`config.mk`:
```
export PLATFORM = sky130hd
export DESIGN_NAME = exe_stage
export DESIGN_NICKNAME = d
export VERILOG_FILES = /design/src/rtl/exe_stage.sv
export SDC_FILE = /design/constraint.sdc
export NUM_CORES = 2
export LEC_CHECK = 0
export BUFFER_PORTS_ARGS = -buffer_cell sky130_fd_sc_hd__buf_2
export CAP_MARGIN = 20
export CORE_MARGIN = 3
export CORE_UTILIZATION = 55
export DETAILED_ROUTE_END_ITERATION = 8
export PLACE_DENSITY = 0.73
export SLEW_MARGIN = 20
export SYNTH_ARGS = -nofsm -noshare
export SYNTH_HDL_FRONTEND = slang
export SYNTH_SLANG_ARGS = --single-unit
```
`constraint.sdc`:
```
create_clock -name clk -period 32.5 [get_ports clk]
set_input_delay 3.25 -clock clk [delete_from_list [all_inputs] [get_ports clk]]
set_output_delay 3.25 -clock clk [all_outputs]
set_load 0.02 [all_outputs]
```
`src/rtl/exe_stage.sv`:
```
// Execute stage of the 5-stage LoongArch pipeline: ALU, single-cycle multiply,
// 32-step restoring divider, data SRAM request and forwarding to decode.
module exe_stage #(
  parameter int DS_BUS_W = 155,
  parameter int ES_BUS_W = 71
) (
  input  logic                clk,
  input  logic                reset,
  input  logic                ds_to_es_valid,
  output logic                es_allowin,
  input  logic [DS_BUS_W-1:0] ds_to_es_bus,
  input  logic                ms_allowin,
  output logic                es_to_ms_valid,
  output logic [ES_BUS_W-1:0] es_to_ms_bus,
  output logic [38:0]         es_rf_collect,
  output logic                data_sram_en,
  output logic [3:0]          data_sram_we,
  output logic [31:0]         data_sram_addr,
  output logic [31:0]         data_sram_wdata
);

  typedef enum logic [1:0] {
    DIV_IDLE,
    DIV_BUSY,
    DIV_DONE
  } div_state_t;

  logic                es_valid;
  logic                es_ready_go;
  logic [DS_BUS_W-1:0] es_bus;

  logic [18:0] es_op;
  logic        es_res_from_mem;
  logic [31:0] es_src1;
  logic [31:0] es_src2;
  logic        es_mem_we;
  logic        es_rf_we;
  logic [4:0]  es_waddr;
  logic [31:0] es_rkd_value;
  logic [31:0] es_pc;

  assign {es_op, es_res_from_mem, es_src1, es_src2, es_mem_we, es_rf_we,
          es_waddr, es_rkd_value, es_pc} = es_bus;

  // Pipeline handshake and bus latch
  assign es_allowin     = ~es_valid | (es_ready_go & ms_allowin);
  assign es_to_ms_valid = es_valid & es_ready_go;

  always_ff @(posedge clk or posedge reset) begin
    if (reset) begin
      es_valid <= 1'b0;
    end else if (es_allowin) begin
      es_valid <= ds_to_es_valid;
    end
  end

  always_ff @(posedge clk or posedge reset) begin
    if (reset) begin
      es_bus <= '0;
    end else if (ds_to_es_valid & es_allowin) begin
      es_bus <= ds_to_es_bus;
    end
  end

  logic op_mul_w, op_mulh_w, op_mulh_wu;
  logic op_div_w, op_mod_w, op_div_wu, op_mod_wu;
  logic is_mul, is_div;

  assign {op_mul_w, op_mulh_w, op_mulh_wu, op_div_w, op_mod_w, op_div_wu, op_mod_wu} = es_op[18:12];
  assign is_mul = op_mul_w | op_mulh_w | op_mulh_wu;
  assign is_div = op_div_w | op_mod_w | op_div_wu | op_mod_wu;

  // ALU: one-hot select via AND-OR so an empty op yields zero
  logic [31:0] alu_add, alu_sub, alu_slt, alu_sltu;
  logic [31:0] alu_sll, alu_srl, alu_sra, alu_result;

  assign alu_add  = es_src1 + es_src2;
  assign alu_sub  = es_src1 - es_src2;
  assign alu_slt  = {31'd0, $signed(es_src1) < $signed(es_src2)};
  assign alu_sltu = {31'd0, es_src1 < es_src2};
  assign alu_sll  = es_src1 << es_src2[4:0];
  assign alu_srl  = es_src1 >> es_src2[4:0];
  assign alu_sra  = $signed(es_src1) >>> es_src2[4:0];

  assign alu_result = ({32{es_op[0]}}  & alu_add)
                    | ({32{es_op[1]}}  & alu_sub)
                    | ({32{es_op[2]}}  & alu_slt)
                    | ({32{es_op[3]}}  & alu_sltu)
                    | ({32{es_op[4]}}  & (es_src1 & es_src2))
                    | ({32{es_op[5]}}  & ~(es_src1 | es_src2))
                    | ({32{es_op[6]}}  & (es_src1 | es_src2))
                    | ({32{es_op[7]}}  & (es_src1 ^ es_src2))
                    | ({32{es_op[8]}}  & alu_sll)
                    | ({32{es_op[9]}}  & alu_srl)
                    | ({32{es_op[10]}} & alu_sra)
                    | ({32{es_op[11]}} & es_src2);

  // 33x33 product; only the low 64 bits matter, so a 64-bit modular multiply
  // of the extended operands is exact
  logic        mul_signed;
  logic [63:0] mul_a, mul_b, mul_prod;
  logic [31:0] mul_result;

  assign mul_signed = op_mul_w | op_mulh_w;
  assign mul_a      = {{32{mul_signed & es_src1[31]}}, es_src1};
  assign mul_b      = {{32{mul_signed & es_src2[31]}}, es_src2};
  assign mul_prod   = mul_a * mul_b;
  assign mul_result = op_mul_w ? mul_prod[31:0] : mul_prod[63:32];

  // Divider operand preparation and sign handling
  logic        div_signed, div_want_rem;
  logic        src1_neg, src2_neg;
  logic [31:0] src1_abs, src2_abs;

  assign div_signed   = op_div_w | op_mod_w;
  assign div_want_rem = op_mod_w | op_mod_wu;
  assign src1_neg     = div_signed & es_src1[31];
  assign src2_neg     = div_signed & es_src2[31];
  assign src1_abs     = src1_neg ? (32'd0 - es_src1) : es_src1;
  assign src2_abs     = src2_neg ? (32'd0 - es_src2) : es_src2;

  div_state_t  div_state, div_state_nxt;
  logic [4:0]  div_cnt;
  logic [31:0] div_rem, div_quo, div_dvs, div_result;
  logic        div_by_zero;
  logic        div_start, div_last;

  logic [32:0] div_shift;
  logic        div_ge;
  logic [31:0] div_rem_nxt, div_quo_nxt, quo_fixed, rem_fixed, div_final;

  // One restoring step: the quotient register doubles as the dividend shifter
  assign div_shift   = {div_rem, div_quo[31]};
  assign div_ge      = div_shift >= {1'b0, div_dvs};
  assign div_rem_nxt = div_ge ? (div_shift[31:0] - div_dvs) : div_shift[31:0];
  assign div_quo_nxt = {div_quo[30:0], div_ge};

  assign quo_fixed = (src1_neg ^ src2_neg) ? (32'd0 - div_quo_nxt) : div_quo_nxt;
  assign rem_fixed = src1_neg ? (32'd0 - div_rem_nxt) : div_rem_nxt;
  assign div_final = div_by_zero ? (div_want_rem ? es_src1 : 32'hFFFF_FFFF)
                                 : (div_want_rem ? rem_fixed : quo_fixed);

  assign div_start = (div_state == DIV_IDLE) & es_valid & is_div;
  assign div_last  = (div_state == DIV_BUSY) & (div_cnt == 5'd31);

  always_ff @(posedge clk or posedge reset) begin
    if (reset) begin
      div_state <= DIV_IDLE;
    end else begin
      div_state <= div_state_nxt;
    end
  end

  always_comb begin
    div_state_nxt = div_state;
    case (div_state)
      DIV_IDLE: if (es_valid & is_div) div_state_nxt = DIV_BUSY;
      DIV_BUSY: if (div_cnt == 5'd31)  div_state_nxt = DIV_DONE;
      DIV_DONE: if (ms_allowin)        div_state_nxt = DIV_IDLE;
      default:                         div_state_nxt = DIV_IDLE;
    endcase
  end

  always_ff @(posedge clk or posedge reset) begin
    if (reset) begin
      div_cnt     <= 5'd0;
      div_rem     <= 32'd0;
      div_quo     <= 32'd0;
      div_dvs     <= 32'd0;
      div_by_zero <= 1'b0;
      div_result  <= 32'd0;
    end else if (div_start) begin
      div_cnt     <= 5'd0;
      div_rem     <= 32'd0;
      div_quo     <= src1_abs;
      div_dvs     <= src2_abs;
      div_by_zero <= (es_src2 == 32'd0);
    end else if (div_state == DIV_BUSY) begin
      div_cnt <= div_cnt + 5'd1;
      div_rem <= div_rem_nxt;
      div_quo <= div_quo_nxt;
      if (div_last) begin
        div_result <= div_final;
      end
    end
  end

  logic [31:0] es_result;

  assign es_ready_go = is_div ? (div_state == DIV_DONE) : 1'b1;
  assign es_result   = is_div ? div_result : (is_mul ? mul_result : alu_result);

  assign es_to_ms_bus  = {es_res_from_mem, es_rf_we, es_waddr, es_result, es_pc};
  // Gating with es_valid keeps a bubble from forwarding or stalling decode
  assign es_rf_collect = {es_res_from_mem & es_valid, es_rf_we & es_valid, es_waddr, es_result};

  assign data_sram_en    = es_valid & (es_res_from_mem | es_mem_we) & ms_allowin;
  assign data_sram_we    = {4{es_valid & es_mem_we & ms_allowin}};
  assign data_sram_addr  = alu_add;
  assign data_sram_wdata = es_rkd_value;

endmodule

```
==> qor.csv <==
stage;metric;value;unit
logic_synthesis;yosysSeqAreaShare;0.115;
critical_path;worst_ep_required_time;29250;ps
global_routing;antenna_found_initial;29;
clock_network;cts_root_buffer;clkbuf_16;
logic_synthesis;synth_top_area_share;0.354;
floorplan;die_w;347;um
global_routing;grt_pass1_vias;59500;
final_layout;final_common_cell;inv_1;
final_layout;drive_gt1_frac;0.0982;
floorplan;coreArea;115000;um2
clock_network;clk_pin_slew_worst_paths;60;ps
route;routed_via_density;6.36;
route;antenna_left;0;
critical_path;reg2reg_slack;26940;ps
clock_network;post_cts_resized;0;
floorplan;ios;340;
critical_path;end_kind;output pin;
sta;fmaxAchievable;0.0673;GHz
sta;final_max_slew_viol_count;0;
placed_design;gp_congestion;1.08;
final_layout;areaGrowthSynthToFinish;6.01;%
critical_path;path_common_cell;fa_1;
sta;fin_crit_sh;0.457;
sta;min_period;14860;ps
logic_synthesis;synth_top_cell_by_area;fa_1;
critical_path;crit_fanout;20;
logic_synthesis;synth_warnings;0;
sta;setup_viol;0;
global_routing;grt.total_usage;0.463;
logic_synthesis;synth_area;63800;um2
logic_synthesis;syn-instance-count;7640;
placed_design;dp_hpwl;214000;um
clock_network;cts_made_buffers;39;
min_path;hold_class;flop to flop;
critical_path;worstSetupPathType;flop to output pin;
logic_synthesis;syn_nets;9274;
sta;rsz0062_at_grt;false;
sta;slew-limit-headroom;0.0792;
floorplan;rows;124;
logic_synthesis;postSynthAreaPerCell;8.35;um2
sta;worst_pin_slew;1350;ps
critical_path;startpoint;es_bus[72];
floorplan;die_area;120000;um2
clock_network;ctsHoldBuffers;0;
clock_network;clockBufferDepth;3;
critical_path;critPathLaunchType;flop;
logic_synthesis;synth_edf_count;0;
route;drc;0;
clock_network;clock_latency;650;ps
critical_path;worstReg2RegStart;es_bus[150];
logic_synthesis;synth.distinct_cells;82;
min_path;hold_start;div_result[17];
placed_design;dpl.cell_count;9081;
route;drt_iter0_markers;7317;
critical_path;slowest_delay;730;ps
critical_path;crit_buf_inv;7;
logic_synthesis;synth_seq_cells;292;
floorplan;chipHeight;347;um
sta;final_hold_viol_count;0;
global_routing;grt_max_degree;111;
route;drt-wirelength-per-cell;30.3;um
critical_path;cp_top_family;adder cells;
flow_run;maxCapViolations;0;
sta;finClkSkew;82.5;ps
critical_path;cp_num_cells;27;
route;routed_wl;278000;um
placed_design;io_buffers;339;
route;dr_total_vias;58400;
run_status;status;complete, no violations;
floorplan;start_util;0.556;
logic_synthesis;async_reset_ff_frac;1.00;
critical_path;worstPathArrival;11610;ps
logic_synthesis;synth-main-ff-cell;dfrtp_1;
logic_synthesis;synth_area_leaders;fa_1, dfrtp_1, inv_1, nand2_1, ha_1;
global_routing;grt_pass1_wl;404000;um
clock_network;htree_num_levels;2;
clock_network;cts.sinks;292;
critical_path;cp-endpoint;es_rf_collect[23];
sta;setup_tns;0;ps
critical_path;reg2reg_depth;11;
final_layout;fin_nets;9244;
clock_network;post_cts_buffers;0;
critical_path;critPathSlowestCell;dfrtp_4;
final_layout;final-instance-count-excl-fill;9175;
route;dr.pass1.iters;7;
final_layout;final_cell_mix;inv_1, nand2_1, fa_1;
critical_path;rr_endpoint;es_bus[114];
global_routing;overflow;0;
final_layout;fill_cells;10400;
clock_network;tritoncts;yes;
cell families (layout without fill, tap and decap cells):
group,Yosys count,count (layout),synth area share
AO/OA/AOI/OAI,1277,1277,0.126
buffers and inverters,1976,1977,0.123
flip-flops,292,292,0.115
adder cells (fa/ha/maj),1475,1475,0.422
other,0,22,0
AND/OR/NAND/NOR,2129,2129,0.139
multiplexers,228,228,0.0394
XOR/XNOR,263,263,0.0361
worst register-to-register path: stages, from the launching register on:
cell and delay [ps]:
dfrtp_1 480, or2_2 610, or3_1 500, buf_4 370
nand2_1 190, nand2_1 70, nand2_1 100, and2_4 690
buf_4 900, buf_4 780, nand2_1 280, o21ai_0 450
cell usage after synthesis, types with 15 or more instances:
cell / number
nand2b_1: 31
o22ai_1: 33
ha_1: 347
fa_1: 1128
or4_1: 15
xnor2_1: 186
and2_1: 15
a211oi_1: 52
nor2b_1: 18
clkbuf_1: 376
o31ai_1: 36
buf_4: 111
and3_1: 25
a221oi_1: 30
dfrtp_1: 292
o2111ai_1: 15
a31oi_1: 71
or3_1: 29
nand4_1: 33
nor3_1: 75
mux2i_1: 127
nand2_1: 1203
o211ai_1: 39
clkinv_1: 23
a21oi_1: 271
a22oi_1: 27
o21ai_0: 431
xor2_1: 77
o21a_1: 20
a21o_1: 78
nand3_1: 107
mux2_2: 92
buf_1: 105
inv_1: 1349
nor2_1: 517
o21bai_1: 20
a222oi_1: 27
nor4_1: 25
per-layer routing:
| metal | global-route usage | wire length [um] | up-vias |
|---|---|---|---|
| met5 | 0.00667 | 262 | - |
| met4 | 0.297 | 22900 | 20 |
| met3 | 0.138 | 35900 | 1043 |
| met2 | 0.681 | 118000 | 4107 |
| met1 | 0.598 | 101000 | 29200 |
| li1 | - | - | 24000 |
registers in the layout, indices dropped and copies added (netlist names):
register,count
div_by_zero,1
div_result,32
div_quo,32
es_bus,155
es_valid,1
div_dvs,32
div_state,2
div_cnt,5
div_rem,32
through the flow:
stage	util	cell area (um2)	hold WS (ps)	setup WS (ps)
2_1_floorplan	-	63800	445	19070
6_report	0.590	67600	478	17640
5_1_grt	0.589	67600	498	17530
4_1_cts	0.589	67600	479	17960
3_5_place_dp	0.577	66200	465	18650
3_3_place_gp	0.577	66200	460	18660
worst min-delay path by stage:
stage / endpoint / slack (ps) / cells after the start
finish: div_result[17] / 480 / 2
global route: div_dvs[10] / 500 / 2
floorplan: div_result[14] / 440 / 2
CTS: div_result[17] / 480 / 2
detailed placement: div_result[17] / 470 / 2
global placement: div_result[17] / 460 / 2
area by class of cell:
| class | instances | area, um2 | area share |
|---|---|---|---|
| sequential | 292 | 7320 | 0.108 |
| timing repair buffer | 529 | 3130 | 0.0462 |
| antenna | 22 | 55.1 | 0.000814 |
| multi-input combinational | 5372 | 48700 | 0.720 |
| clock buffer | 52 | 1140 | 0.0168 |
| inverter | 1376 | 5170 | 0.0765 |
| clock inverter | 20 | 208 | 0.00307 |
| tap | 1512 | 1890 | 0.0280 |
Power is left out: the tool's default activity adds up to more than one toggle a clock period on the data nets, which glitch-free logic cannot reach.
